**config.mk**
```make
export PLATFORM = sky130hd
export DESIGN_NAME = clock_set_controller
export DESIGN_NICKNAME = d
export VERILOG_FILES = /design/src/rtl/clock_set_controller.sv
export SDC_FILE = /design/constraint.sdc
export NUM_CORES = 1
export LEC_CHECK = 0
export BUFFER_PORTS_ARGS = -buffer_cell sky130_fd_sc_hd__buf_4
export CORE_MARGIN = 8
export CORE_UTILIZATION = 30
export CTS_CLUSTER_DIAMETER = 80
export CTS_CLUSTER_SIZE = 24
export DETAILED_ROUTE_END_ITERATION = 8
export GPL_TIMING_DRIVEN = 1
export HOLD_SLACK_MARGIN = 0.12
export PLACE_DENSITY = 0.57
export SLEW_MARGIN = 20
export SYNTH_ARGS = -nofsm -noshare
export SYNTH_HDL_FRONTEND = slang
export SYNTH_SLANG_ARGS = --single-unit
```
**constraint.sdc**
```tcl
create_clock -name clk_FPGA -period 2 [get_ports clk_FPGA]
set_input_delay 0.2 -clock clk_FPGA [delete_from_list [all_inputs] [get_ports clk_FPGA]]
set_output_delay 0.2 -clock clk_FPGA [all_outputs]
set_load 0.01 [all_outputs]
```
**src/rtl/clock_set_controller.sv**
```systemverilog
`default_nettype none
// -----------------------------------------------------------------------------
// clock_set_controller : time-of-day counters, button-driven set FSM and alarm
// gating, all driven by edges of synchronised divided clocks.
// Revision: 1.0
// -----------------------------------------------------------------------------
module clock_set_controller #(
    parameter int ALARM_TIMEOUT = 60,
    parameter int TIMEOUT_BITS  = 7
) (
    input  logic       clk_FPGA,
    input  logic       reset,
    input  logic [3:0] clock_circuit_control,
    input  logic       btn_mode,
    input  logic       btn_plus,
    input  logic       btn_stop,
    input  logic       alarm_en,
    output logic [4:0] ore,
    output logic [5:0] minute,
    output logic [5:0] secunde,
    output logic [4:0] alarm_ore,
    output logic [5:0] alarm_min,
    output logic [2:0] mode,
    output logic       blink,
    output logic       alarm_active,
    output logic       buzzer
);

    localparam logic [2:0] S_RUN    = 3'd0;
    localparam logic [2:0] S_SET_H  = 3'd1;
    localparam logic [2:0] S_SET_M  = 3'd2;
    localparam logic [2:0] S_SET_AH = 3'd3;
    localparam logic [2:0] S_SET_AM = 3'd4;
    localparam logic [TIMEOUT_BITS-1:0] c_TIMEOUT_LAST = TIMEOUT_BITS'(ALARM_TIMEOUT - 1);

    logic [7:0] w_in;
    logic [7:0] r_sync1;
    logic [7:0] r_sync2;
    logic [4:0] r_prev;
    logic       w_tick_1hz, w_tick_2hz, w_mode_p, w_plus_p, w_stop_p;
    logic       w_plus_s, w_en_s, w_tone_s, w_unused;

    logic [2:0] r_state, w_state_next;
    logic       w_counting, w_setting;

    logic [4:0] r_hr, r_al_hr;
    logic [5:0] r_min, r_sec, r_al_min;
    logic       r_blink, r_active, r_buzzer;
    logic [TIMEOUT_BITS-1:0] r_tcnt;

    logic [4:0] w_hr_inc, w_al_hr_inc, w_new_hr;
    logic [5:0] w_min_inc, w_sec_inc, w_al_min_inc, w_new_min;
    logic       w_sec_wrap, w_min_wrap, w_tick_time, w_inc;
    logic       w_trig, w_clear, w_active_next;

    assign w_in = {alarm_en, btn_stop, btn_plus, btn_mode, clock_circuit_control};

    always_ff @(posedge clk_FPGA or negedge reset) begin
        if (!reset) begin
            r_sync1 <= '0;
            r_sync2 <= '0;
            r_prev  <= '0;
        end else begin
            r_sync1 <= w_in;
            r_sync2 <= r_sync1;
            r_prev  <= {r_sync2[6:4], r_sync2[1:0]};
        end
    end

    assign w_tick_2hz = r_sync2[0] & ~r_prev[0];
    assign w_tick_1hz = r_sync2[1] & ~r_prev[1];
    assign w_mode_p   = r_sync2[4] & ~r_prev[2];
    assign w_plus_p   = r_sync2[5] & ~r_prev[3];
    assign w_stop_p   = r_sync2[6] & ~r_prev[4];
    assign w_plus_s   = r_sync2[5];
    assign w_en_s     = r_sync2[7];
    assign w_tone_s   = r_sync2[3];
    // The 1 kHz display clock is synchronised with the bundle but not consumed here.
    assign w_unused   = r_sync2[2];

    always_ff @(posedge clk_FPGA or negedge reset) begin
        if (!reset) begin
            r_state <= S_RUN;
        end else begin
            r_state <= w_state_next;
        end
    end

    always_comb begin
        w_state_next = r_state;
        if (w_mode_p) begin
            case (r_state)
                S_RUN:    w_state_next = S_SET_H;
                S_SET_H:  w_state_next = S_SET_M;
                S_SET_M:  w_state_next = S_SET_AH;
                S_SET_AH: w_state_next = S_SET_AM;
                default:  w_state_next = S_RUN;
            endcase
        end
    end

    always_comb begin
        mode       = r_state;
        w_counting = (r_state == S_RUN) || (r_state == S_SET_AH) || (r_state == S_SET_AM);
        w_setting  = (r_state != S_RUN);
    end

    assign w_sec_wrap   = (r_sec == 6'd59);
    assign w_min_wrap   = (r_min == 6'd59);
    assign w_sec_inc    = w_sec_wrap ? 6'd0 : r_sec + 6'd1;
    assign w_min_inc    = w_min_wrap ? 6'd0 : r_min + 6'd1;
    assign w_hr_inc     = (r_hr == 5'd23) ? 5'd0 : r_hr + 5'd1;
    assign w_al_hr_inc  = (r_al_hr == 5'd23) ? 5'd0 : r_al_hr + 5'd1;
    assign w_al_min_inc = (r_al_min == 6'd59) ? 6'd0 : r_al_min + 6'd1;
    assign w_tick_time  = w_tick_1hz & w_counting;
    // A coincident press and repeat tick collapse into a single increment.
    assign w_inc        = w_setting & (w_plus_p | (w_plus_s & w_tick_2hz));

    assign w_new_min = w_sec_wrap ? w_min_inc : r_min;
    assign w_new_hr  = (w_sec_wrap & w_min_wrap) ? w_hr_inc : r_hr;

    assign w_trig  = w_tick_time & w_sec_wrap & w_en_s &
                     (w_new_hr == r_al_hr) & (w_new_min == r_al_min);
    assign w_clear = w_stop_p | ~w_en_s |
                     (r_active & w_tick_1hz & (r_tcnt == c_TIMEOUT_LAST));
    assign w_active_next = w_clear ? 1'b0 : (w_trig ? 1'b1 : r_active);

    always_ff @(posedge clk_FPGA or negedge reset) begin
        if (!reset) begin
            r_hr     <= '0;
            r_min    <= '0;
            r_sec    <= '0;
            r_al_hr  <= '0;
            r_al_min <= '0;
        end else begin
            if (w_tick_time) begin
                r_sec <= w_sec_inc;
                if (w_sec_wrap) begin
                    r_min <= w_min_inc;
                    if (w_min_wrap) begin
                        r_hr <= w_hr_inc;
                    end
                end
            end
            if (w_inc && (r_state == S_SET_H)) begin
                r_hr <= w_hr_inc;
            end
            if (w_inc && (r_state == S_SET_M)) begin
                r_min <= w_min_inc;
            end
            if (w_mode_p && (r_state == S_SET_M)) begin
                r_sec <= 6'd0;
            end
            if (w_inc && (r_state == S_SET_AH)) begin
                r_al_hr <= w_al_hr_inc;
            end
            if (w_inc && (r_state == S_SET_AM)) begin
                r_al_min <= w_al_min_inc;
            end
        end
    end

    always_ff @(posedge clk_FPGA or negedge reset) begin
        if (!reset) begin
            r_blink  <= 1'b0;
            r_active <= 1'b0;
            r_tcnt   <= '0;
            r_buzzer <= 1'b0;
        end else begin
            if (w_mode_p || !w_setting) begin
                r_blink <= 1'b0;
            end else if (w_tick_2hz) begin
                r_blink <= ~r_blink;
            end
            r_active <= w_active_next;
            if (!w_clear && w_trig) begin
                r_tcnt <= '0;
            end else if (r_active && w_tick_1hz) begin
                r_tcnt <= r_tcnt + 1'b1;
            end
            // Gate with the next alarm state so the tone stops in the same cycle.
            r_buzzer <= w_tone_s & w_active_next;
        end
    end

    assign ore          = r_hr;
    assign minute       = r_min;
    assign secunde      = r_sec;
    assign alarm_ore    = r_al_hr;
    assign alarm_min    = r_al_min;
    assign blink        = r_blink;
    assign alarm_active = r_active;
    assign buzzer       = r_buzzer;

endmodule
`default_nettype wire

```
Yosys cells after proc, flatten, opt, wreduce, memory -nomap -nowiden. Index checks and enable logic that the tools add are counted.

Reduce and logical (&&, ||, !) cells: 22. Bitwise operators: 26. Shift-type cells: 0. Multiplexer cells: 22. Magnitude comparators: 0. Eq/ne operators: 12. Div/mod/pow operators: 0. Add/sub/neg operators: 6. Multipliers: 0.

Operators with widths (number): $mux 6 (8); $mux 5 (7); $add 6x1->6 const B (3); $eq 6x6->1 const B (3); $and 1x1->1 (16); $mux 7 (2); $reduce_bool 2->1 (7); $pmux 3 s4 (1); $add 5x1->5 const B (2); $eq 5x5->1 const B (2); $add 7x1->7 const B (1); $eq 7x6->1 const B (1); $logic_and 1x1->1 (7); $not 1->1 (7); $eq 3x2->1 const B (2); $eq 6x6->1 (1); $eq 5x5->1 (1); $mux 1 (4); $eq 3x1->1 const B (1); $eq 3x3->1 const B (1); $logic_not 3->1 (1); $logic_or 1x1->1 (3); $or 1x1->1 (3); $reduce_and 3->1 (1); other kinds (2) (3).

RAM bits: 0. Memory bits (read-only): 0. Memories: 0. Output and inout bits: 34. Input port bits: 10. Logic and storage cells: 101. Flip-flop bits (word level): 62. Bits in latches: 0.

Logic depth before layout (Yosys ltp).
Depth in word-level cells: 11. Mapped depth: 9.

Least setup slack after synthesis. OpenSTA, ideal clock, no wires.

Path type: register to register. Start: reg r_min[0], in the netlist minute[0]. End: reg r_buzzer, in the netlist buzzer. Period minus slack after synthesis: 2.322 ns. Setup slack: -0.322 ns. Buffers on the path: 0. Arrival: 2.256 ns. Cell stages (with the launch flop): 8. Cells stage by stage: dfrtp_1 -> ha_1 -> nand2b_1 -> nor4_4 -> mux2i_1 -> xnor2_1 -> nor4b_4 -> a31o_1.

Word-level cells in the longest chain between the ends: 9.

RTL lines: start: declaration (line 47) `logic [5:0] r_min, r_sec, r_al_min;`; start signal: assignment (line 139) `r_min <= w_min_inc;`; start signal: assignment (line 149) `r_min <= w_min_inc;`; branches (longest 5 deep; another with $add 6x1->6); $and 1x1->1 (*) (line 123) `(w_new_hr == r_al_hr) & (w_new_min == r_al_min);`; $mux 1 (*) (2 in a row) (line 126) `assign w_active_next = w_clear ? 1'b0 : (w_trig ? 1'b1 : r_active);`; $and 1x1->1 (*) (line 182) `r_buzzer <= w_tone_s & w_active_next;`; end signal: assignment (line 182); end: declaration (line 48) `logic r_blink, r_active, r_buzzer;`.

Mark *: on every way between the ends. A chain may end at the register's enable or synchronous reset.

Worst setup path after layout.
Start: reg r_min[0], in the netlist minute[0]. End: reg r_tcnt[5].

Word-level cells in the longest chain between the ends: 8.

RTL lines: branches (longest 5 deep; another with $add 6x1->6); $and 1x1->1 (*) (line 123); $logic_and 1x1->1 (*) (line 176) `if (!w_clear && w_trig) begin`; $mux 7 / $reduce_bool 2->1 (equally long branches); end signal: assignment (line 179) `r_tcnt <= r_tcnt + 1'b1;`; end: declaration (line 49) `logic [TIMEOUT_BITS-1:0] r_tcnt;`.

Marked as above.

==> flow_summary.ini <==
[final_layout]
area_growth_pct = 41.4
layout-drive-gt1-share = 0.366
fin_util = 0.439
diodes = 0
fin_nets = 418

[routing]
drt_iter0_drc = 149
vias = 2631
postRouteAntennaNets = 0
wl_per_cell_microns = 14.0
drt-vias-per-instance = 4.87
drc_errors = 0
first_pass_iters = 4
routed_wirelength_microns = 7570

[yosys]
yosysTopAreaCell = dfrtp_1
synth-seq-area-share = 0.493
synth.area.top_cells = dfrtp_1, nand3_1, xnor2_1, o21ai_0, mux2_2
async_flop_share = 1.00
yosys_register_bits = 60
post-synth-top-area-fraction = 0.493
syn_area_sq_um = 3050
synth_edf_count = 0
ys.flop_type = dfrtp_1
synth.avg_cell_area_sq_um = 10.4
ys.warnings.count = 0
synth_cell_types = 59
syn_inst = 293
syn_nets = 309

[status]
violations = negative setup slack
outcome = finished, violations left

[timing]
finalHoldViolations = 0
relSlewSlack = 0.485
hold_ws_ns = 0.349
fin_crit_sh = 1.07
finClkSkew_ns = 0.00497
setup_tns_ns = -1.24
min_period_ns = 2.14
timing.fmax_mhz = 466
setup_violations = 9
grt_setup_unrepaired = true
finalWorstSetupSlack_ns = -0.144
tightest_slew_ns = 0.772
slew_viol_final = 0

[floorplan]
rows = 36
die_h_microns = 117
dieArea_sq_um = 13600
die_w_microns = 117
coreArea_sq_um = 9820
io_pins = 44
start_util = 0.310

[worst_setup_path]
max_stage_delay_ns = 0.43
cp_slowest_cell = dfrtp_2
endpoint_kind = flip-flop
path_max_fanout = 9
start_kind = flip-flop
crit_chain = ha_4 -> a31o_1 -> a21o_1 -> a221oi_2 -> o32ai_2 -> nor4b_4 -> buf_6 -> a21oi_1
ff2ff_setup_slack_ns = -0.14
r2r_start = minute[0]
critPathArrivalTime_ns = 2.36
regToRegEndpoint = r_tcnt[5]
path_class = reg -> reg
critPathRequiredTime_ns = 2.22
r2r_cells = 8

[placement]
dp_hpwl_microns = 5620
routabilityCongestion = 0.823
portBuffers = 42
pre_cts_ws_ns = -0.213

[worst_hold_path]
hp-class = reg -> reg
min-delay-start = r_sync1[5]
min_to = r_sync2[5]
hold_depth = 0

[global_route]
grt_pass1_wl_microns = 12800
grt_pass1_vias = 2562
overflow = 0
antenna_found_initial = 0
grt_use_total = 0.121
grt_max_degree = 61

[clock_tree]
tritoncts = built
worstSkewPairLatency_ns = 0.34
numCtsBuffers = 9
clk_pin_slew_ns = 0.06
cts_buffer_depth = 2
cts_max_level = 3
clock_sinks = 60
cts_root_buffer = clkbuf_8

[power]
ir_drop_mv = 0.643
p_per_area_nw_per_um2 = 1110
p_leak_nw = 2.00

[job]
drv_cap = 0
-- cell families after synthesis --
logic type                 count (synthesis)  share of synthesized area
AOI/OAI and AO/OA                         73                      0.162
and+or+nand+nor                          106                      0.195
adders and majority gates                  6                     0.0246
muxes                                     14                     0.0493
DFF                                       60                      0.493
buffers and inverters                     16                     0.0246
xor gates and xnor gates                  18                     0.0517
-- cell usage after synthesis (2+ instances only) --
cell type	n
dfrtp_1	60
nand2_1	22
nand3_1	21
o21ai_0	18
nor2_1	17
a21oi_1	13
xnor2_1	12
nand2b_1	10
and3_1	8
mux2_2	8
a21o_1	6
a31oi_1	6
buf_2	6
ha_1	6
mux2i_1	6
nor3_1	6
xor2_1	6
inv_1	5
nor2b_1	4
nand4_1	3
o31ai_1	3
a211oi_1	2
a2bb2oi_1	2
a31o_1	2
buf_1	2
clkbuf_1	2
o21a_1	2
o21ai_1	2
o32ai_1	2
or3_1	2
-- worst max path at each step --
stage	start	end	slack [ns]	cells after the start
5_1_grt	minute[0]	r_tcnt[5]	-0.24	8
6_report	minute[0]	r_tcnt[5]	-0.14	8
4_1_cts	minute[0]	buzzer	-0.15	8
3_5_place_dp	minute[0]	r_tcnt[0]	-0.21	8
2_1_floorplan	secunde[0]	buzzer	-0.1	7
3_3_place_gp	minute[0]	buzzer	-0.17	8
-- final cells by class --
type                    count  area, sq um
flip-flops and latches     60         1510
multi-input cells         217         1570
repair buffers            109          846
clock inverters             4         47.5
inverters                   5         18.8
well taps                 133          166
clock buffers              12          155
fillers                   975         5510
-- layer usage --
metal / global-route usage / vias up / routed length (microns)
li1: - / 1297 / -
met1: 0.162 / 1259 / 3690
met2: 0.177 / 63 / 3220
met3: 0.0334 / 12 / 524
met4: 0.0538 / 0 / 137
met5: 0 / - / 0
-- power by group --
group | switching, mW | total, mW | internal [mW]
combinational | 0.945 | 1.99 | 1.05
clock | 0.466 | 1.10 | 0.639
sequential | 0.239 | 1.67 | 1.43
-- repair_timing --
| action | CTS | global route |
|---|---|---|
| pin swaps | 1 | 2 |
| setup endpoints to repair | 10 | 18 |
| gates resized for setup | 7 | 8 |
| endpoints found under the hold margin | 67 | 0 |
| hold buffers | 8 | 0 |
| buffers inserted | 2 | 1 |
-- cells in the final DEF (no fill, tap or decap), drive strengths merged, types with 8 or more instances in the layout --
cell type	n
buf	101
dfrtp	60
nand2	23
nand3	22
o21ai	20
nor2	17
a21oi	13
xnor2	12
clkbuf	12
nand2b	10
and3	8
dlygate4sd3	8
mux2	8
-- stage by stage --
step / cell area [sq um] / power [mW] / instances
2_1_floorplan: 3110 / 2.65 / 293
3_3_place_gp: 3940 / 3.59 / 513
3_5_place_dp: 3940 / 3.63 / 513
4_1_cts: 4270 / 4.80 / 539
5_1_grt: 4310 / 5.11 / 540
6_report: 4310 / 4.77 / 540
-- worst max-delay path, delay by kind of cell, from the launching register on --
kind	cells	cell delay, ns
buffers and inverters	1	0.17
and+or+nand+nor	1	0.33
AOI/OAI and AO/OA	5	0.90
DFF	1	0.43
adders and majority gates	1	0.19
-- sequential cells by signal (all words and copies together), names as in the netlist --
register      cells
alarm_active      1
alarm_min         6
alarm_ore         5
blink             1
buzzer            1
minute            6
mode              3
ore               5
r_prev            5
r_sync1           7
r_sync2           7
r_tcnt            7
secunde           6
(Power assumes the default switching activity.)
